==> config.mk <==
export PLATFORM = sky130hd
export DESIGN_NAME = fft_frame_feeder
export DESIGN_NICKNAME = d
export VERILOG_FILES = /design/src/rtl/fft_frame_feeder.sv
export SDC_FILE = /design/constraint.sdc
export NUM_CORES = 2
export LEC_CHECK = 0
export CAP_MARGIN = 25
export CORE_ASPECT_RATIO = 0.75
export CORE_MARGIN = 3
export CORE_UTILIZATION = 60
export CTS_CLUSTER_DIAMETER = 100
export DETAILED_ROUTE_END_ITERATION = 8
export PLACE_DENSITY = 0.75
export RECOVER_POWER = 50
export SETUP_SLACK_MARGIN = 0.15
export SYNTH_ARGS = -nofsm -noshare
export SYNTH_HDL_FRONTEND = slang
export SYNTH_SLANG_ARGS = --single-unit
==> constraint.sdc <==
create_clock -name clk -period 10.2 [get_ports clk]
set_clock_uncertainty 0.1 [all_clocks]
set_input_delay 2.04 -clock clk [delete_from_list [all_inputs] [get_ports clk]]
set_output_delay 2.04 -clock clk [all_outputs]
set_load 0.005 [all_outputs]
==> src/rtl/fft_frame_feeder.sv <==
// Show-ahead sample buffer that frames a free-running ADC stream into FFT-sized
// Avalon-ST packets (sop/eop) for a streaming FFT sink.
//
// state  | meaning
// IDLE   | waiting for enable with a legal frame length
// RUN    | accepting samples, frames repeat while enable is high
// FINISH | enable dropped mid-frame; accepting until the input frame completes
// DRAIN  | no more input; emptying buffer until the last eop is accepted
module fft_frame_feeder #(
  parameter int DEPTH = 64,
  parameter int DW    = 16
) (
  input  logic          clk,
  input  logic          reset_n,
  input  logic          enable,
  input  logic [14:0]   fftpts_cfg,
  input  logic          inverse_cfg,
  input  logic          in_valid,
  input  logic [DW-1:0] in_real,
  input  logic [DW-1:0] in_imag,
  output logic          out_valid,
  output logic          out_sop,
  output logic          out_eop,
  input  logic          out_ready,
  output logic [DW-1:0] out_real,
  output logic [DW-1:0] out_imag,
  output logic [1:0]    out_error,
  output logic [14:0]   out_fftpts,
  output logic          out_inverse,
  output logic          busy,
  output logic          overflow,
  input  logic          clear_overflow,
  output logic          cfg_error,
  output logic [15:0]   frames_done
);

  localparam int AW = $clog2(DEPTH);

  localparam logic [1:0] S_IDLE   = 2'd0;
  localparam logic [1:0] S_RUN    = 2'd1;
  localparam logic [1:0] S_FINISH = 2'd2;
  localparam logic [1:0] S_DRAIN  = 2'd3;

  logic [1:0]    state;
  logic [AW:0]   wr_ptr;
  logic [AW:0]   rd_ptr;
  logic [DW-1:0] mem_real [DEPTH];
  logic [DW-1:0] mem_imag [DEPTH];
  logic [14:0]   in_cnt;
  logic [14:0]   in_cnt_next;
  logic [14:0]   out_cnt;
  logic [14:0]   fftpts_q;
  logic          inverse_q;
  logic          overflow_q;
  logic          cfg_error_q;
  logic [15:0]   frames_q;
  logic          empty;
  logic          full;
  logic          accepting;
  logic          rd_en;
  logic          wr_en;
  logic          drop;
  logic          in_last;
  logic          out_last;
  logic          cfg_legal;

  // Extra pointer MSB distinguishes full from empty when the indices match.
  assign empty     = (wr_ptr == rd_ptr);
  assign full      = (wr_ptr[AW] != rd_ptr[AW]) && (wr_ptr[AW-1:0] == rd_ptr[AW-1:0]);
  assign accepting = (state == S_RUN) || (state == S_FINISH);
  assign rd_en     = !empty && out_ready;
  assign wr_en     = accepting && in_valid && (!full || rd_en);
  assign drop      = accepting && in_valid && full && !rd_en;
  assign in_last   = (in_cnt == fftpts_q - 15'd1);
  assign out_last  = (out_cnt == fftpts_q - 15'd1);

  assign cfg_legal = (fftpts_cfg >= 15'd8) && (fftpts_cfg <= 15'd16384) &&
                     ((fftpts_cfg & (fftpts_cfg - 15'd1)) == 15'd0);

  always_comb begin
    in_cnt_next = in_cnt;
    if (wr_en) in_cnt_next = in_last ? 15'd0 : in_cnt + 15'd1;
  end

  // A write landing on the same edge that enable is seen low still counts
  // toward the current frame, so the stop decision looks at the updated count.
  always_ff @(posedge clk or negedge reset_n) begin
    if (!reset_n) begin
      state       <= S_IDLE;
      fftpts_q    <= '0;
      inverse_q   <= 1'b0;
      cfg_error_q <= 1'b0;
    end else begin
      case (state)
        S_IDLE: begin
          if (enable) begin
            if (cfg_legal) begin
              state       <= S_RUN;
              fftpts_q    <= fftpts_cfg;
              inverse_q   <= inverse_cfg;
              cfg_error_q <= 1'b0;
            end else begin
              cfg_error_q <= 1'b1;
            end
          end
        end
        S_RUN: begin
          if (!enable) state <= (in_cnt_next != 15'd0) ? S_FINISH : S_DRAIN;
        end
        S_FINISH: begin
          if (wr_en && in_last) state <= S_DRAIN;
        end
        S_DRAIN: begin
          if (empty && (out_cnt == 15'd0)) state <= S_IDLE;
        end
        default: state <= S_IDLE;
      endcase
    end
  end

  always_ff @(posedge clk or negedge reset_n) begin
    if (!reset_n) begin
      wr_ptr     <= '0;
      rd_ptr     <= '0;
      in_cnt     <= '0;
      out_cnt    <= '0;
      frames_q   <= '0;
      overflow_q <= 1'b0;
    end else begin
      in_cnt <= in_cnt_next;
      if (wr_en) wr_ptr <= wr_ptr + 1'b1;
      if (rd_en) begin
        rd_ptr  <= rd_ptr + 1'b1;
        out_cnt <= out_last ? 15'd0 : out_cnt + 15'd1;
        if (out_last) frames_q <= frames_q + 16'd1;
      end
      if (drop) overflow_q <= 1'b1;
      else if (clear_overflow) overflow_q <= 1'b0;
    end
  end

  always_ff @(posedge clk) begin
    if (wr_en) begin
      mem_real[wr_ptr[AW-1:0]] <= in_real;
      mem_imag[wr_ptr[AW-1:0]] <= in_imag;
    end
  end

  assign out_valid   = !empty;
  assign out_real    = empty ? '0 : mem_real[rd_ptr[AW-1:0]];
  assign out_imag    = empty ? '0 : mem_imag[rd_ptr[AW-1:0]];
  assign out_sop     = !empty && (out_cnt == 15'd0);
  assign out_eop     = !empty && out_last;
  assign out_error   = 2'b00;
  assign out_fftpts  = fftpts_q;
  assign out_inverse = inverse_q;
  assign busy        = (state != S_IDLE);
  assign overflow    = overflow_q;
  assign cfg_error   = cfg_error_q;
  assign frames_done = frames_q;

endmodule
==> results.py <==
metrics = {
    "yosys": {
        "netlist_area_mm2": 0.0830,
        "synth_ff_type": "edfxtp_1",
        "yosysUniqueCellTypes": 63,
        "synth_async_sr_flop_share": 0.0376,
        "synth_seq_area_share": 0.765,
        "synth_common_cells": "edfxtp_1 (2048), mux4_2 (667), clkbuf_1 (135)",
        "synth.most_common_cell": "edfxtp_1",
        "yosysTopAreaCell": "edfxtp_1",
        "synth_top_area_share": 0.741,
        "synth_edf_count": 2048,
        "synth_top_cells_by_area": "edfxtp_1 (74%), mux4_2 (18%), dfrtp_1 (2.4%), clkbuf_1 (0.61%), xnor2_1 (0.56%)",
        "syn-instance-count": 3552,
        "ys_ff_latch": 2128,
        "synth_warnings": 0,
        "syn_avg_cell_area_um2": 23.4,
    },
    "cells_and_area": {
        "stdcell_count": 5792,
        "syn_to_final_growth_pct": 12.1,
        "layout-drive-gt1-share": 0.285,
        "nNetsFinal": 3854,
        "nFillCells": 8026,
    },
    "floorplan": {
        "die_x_um": 435,
        "die_area_mm2": 0.143,
        "initial_core_util": 0.608,
        "core-area_mm2": 0.137,
        "ioPinCount": 126,
        "die_h_um": 328,
        "placementRows": 117,
    },
    "setup_path": {
        "cp.required_ps": 8060,
        "critical_path.startpoint": "rd_ptr[1]",
        "worstPathMaxFanout": 148,
        "cp_data_arrival_time_ps": 5330,
        "crit_type": "reg2out",
        "r2r-start": "rd_ptr[1]",
        "worstSetupStartpointType": "flip-flop",
        "cp-end-kind": "output port",
    },
    "run": {
        "max-cap-violations": 33,
    },
    "timing": {
        "min_period_over_period": 0.732,
        "tns_ps": 0,
        "worst_slack_ps": 2730,
        "drv_slew": 2048,
        "maxSlewHeadroom": -0.844,
        "finalCriticalPeriod_ps": 7470,
        "max_clock_freq_ghz": 0.134,
        "rsz0062_at_grt": "false",
        "finalSetupViolCount": 0,
        "final_hold_viol_count": 0,
        "max_slew.worst_pin.slew_ps": 2770,
    },
    "clock_network": {
        "clkLatencyLatePin_ps": 810,
        "clk_pin_slew_worst_paths_ps": 60,
        "cts_buffers": 190,
        "ctsHoldBuffers": 0,
        "cts_sinks": 2128,
        "cts_htree_levels": 4,
        "cts.repair.resized": 0,
        "clk_path_buf_depth": 3,
        "cts_setup_buffers": 0,
        "cts-root-buf": "clkbuf_16",
        "cts_tree": "done",
    },
    "routing": {
        "route.detailed.drc": 0,
        "wl_per_cell_um": 37.6,
        "route.antenna.remaining_nets": 0,
        "drtIter0Drc": 6858,
        "vias": 40700,
        "drt-pass1-iter-count": 5,
        "drt-total-wl_um": 218000,
        "viasPerCell": 7.02,
    },
    "power": {
        "p_seq_frac": 0.422,
        "peakVddDrop_mv": 0.262,
        "p_leak_nw": 28.8,
        "combPwrFrac": 0.282,
        "power_density_mw_per_mm2": 258,
        "clockPowerShare": 0.296,
        "switchingPower_mw": 6.82,
        "internal_power_mw": 17.2,
        "swShare": 0.284,
    },
    "status": {
        "violations": "capacitance limit, slew limit",
        "status": "finished with violations",
    },
    "place": {
        "gp_congestion": 0.830,
        "post-place-cells": 5417,
        "io_buffers": 123,
        "place_ws_ps": 3580,
        "post-dp-hpwl_um": 107000,
    },
    "worst_hold_path": {
        "min_from": "frames_done[7]",
        "hold_path.class": "reg2reg",
    },
    "global_routing": {
        "grt_use_total": 0.312,
        "grt_max_degree": 149,
        "overflow": 0,
        "grt_pass1_wl_um": 311000,
        "grt_pass1_vias": 40800,
        "antenna_found_initial": 13,
    },
}
[power by group through the flow]
stage,clock (mW),combinational [mW],sequential [mW]
floorplan,0,4.62,10.1
global placement,0,6.66,10.3
detailed placement,0,6.74,10.3
CTS,7.17,6.83,10.1
global route,7.50,7.12,10.2
finish,7.11,6.78,10.1
[sequential cells by signal, indices dropped and copies added (netlist names), 7 cells and up]
| name | count |
|---|---|
| rd_ptr | 7 |
| out_fftpts | 15 |
| mem_real | 1024 |
| frames_done | 16 |
| mem_imag | 1024 |
| wr_ptr | 7 |
| out_cnt | 15 |
| in_cnt | 15 |
[layer usage]
metal  global-route usage  routed length [um]
met2                0.470              102000
met5                    0                  53
met4                0.112                8130
met3               0.0687               28400
met1                0.461               79000
[worst max-delay path, cell delays in order, from the launching register on]
cell and delay (ps):
dfrtp_1 1180, buf_12 660, mux4_2 430, mux4_2 510
a211oi_1 780, a211oi_1 140, clkdlybuf4s50_1 560
[placed cells by master (no fill, tap or decap), types with 15 or more instances in the layout]
cell type	n
a211oi_1	15
and2_1	31
and3_1	16
buf_4	87
bufinv_16	17
clkbuf_1	100
clkbuf_16	193
clkdlybuf4s50_1	88
clkinv_1	42
clkinv_2	28
dfrtp_1	75
edfxtp_1	2048
inv_1	15
mux2_2	16
mux4_2	667
nand2_1	45
nand3_1	25
nand4_1	16
nor2_1	37
nor2_4	54
nor3_1	15
nor4_1	17
o21ai_0	27
xnor2_1	53
xor2_1	34
[kinds of logic after synthesis]
| kind of cell | synth area share |
|---|---|
| compound gates | 0.00700 |
| other cells | 0.0000452 |
| simple gates | 0.0205 |
| xor+xnor | 0.0108 |
| flops | 0.765 |
| fa+ha+maj | 0.00205 |
| mux | 0.184 |
| buf+inv | 0.0102 |
[worst paths after layout]
path	cells after the start	endpoint	slack [ps]
hold / removal	1	frames_done[7]	400
max in group asynchronous	2	frames_done[11]	5010
setup reg to reg	10	mem_imag[36][2]	4050
hold reg to reg	1	frames_done[7]	400
min in group asynchronous	1	in_cnt[12]	1670
setup / recovery	6	out_imag[13]	2730
[through the flow]
| stage | utilization | area, um^2 | power [mW] | hold WS [ps] |
|---|---|---|---|---|
| 6_report | 0.681 | 93000 | 24.0 | 396 |
| 5_1_grt | 0.681 | 93000 | 24.8 | 419 |
| 4_1_cts | 0.681 | 93000 | 24.1 | 391 |
| 3_5_place_dp | 0.636 | 86900 | 17.1 | 382 |
| 3_3_place_gp | 0.636 | 86900 | 17.0 | 379 |
| 2_1_floorplan | - | 83000 | 14.7 | 362 |
[final cells by class]
| cell class | instances | area (um^2) | area share |
|---|---|---|---|
| inverter | 15 | 56.3 | 0.000605 |
| clock buffer | 236 | 4990 | 0.0537 |
| tap | 1844 | 2310 | 0.0248 |
| clock inverter | 110 | 1050 | 0.0113 |
| timing repair buffer | 247 | 1980 | 0.0212 |
| sequential | 2128 | 63500 | 0.683 |
| antenna | 6 | 15.0 | 0.000161 |
| multi-input combinational | 1206 | 19100 | 0.205 |
No activity file was read; power rests on OpenSTA's default activity.
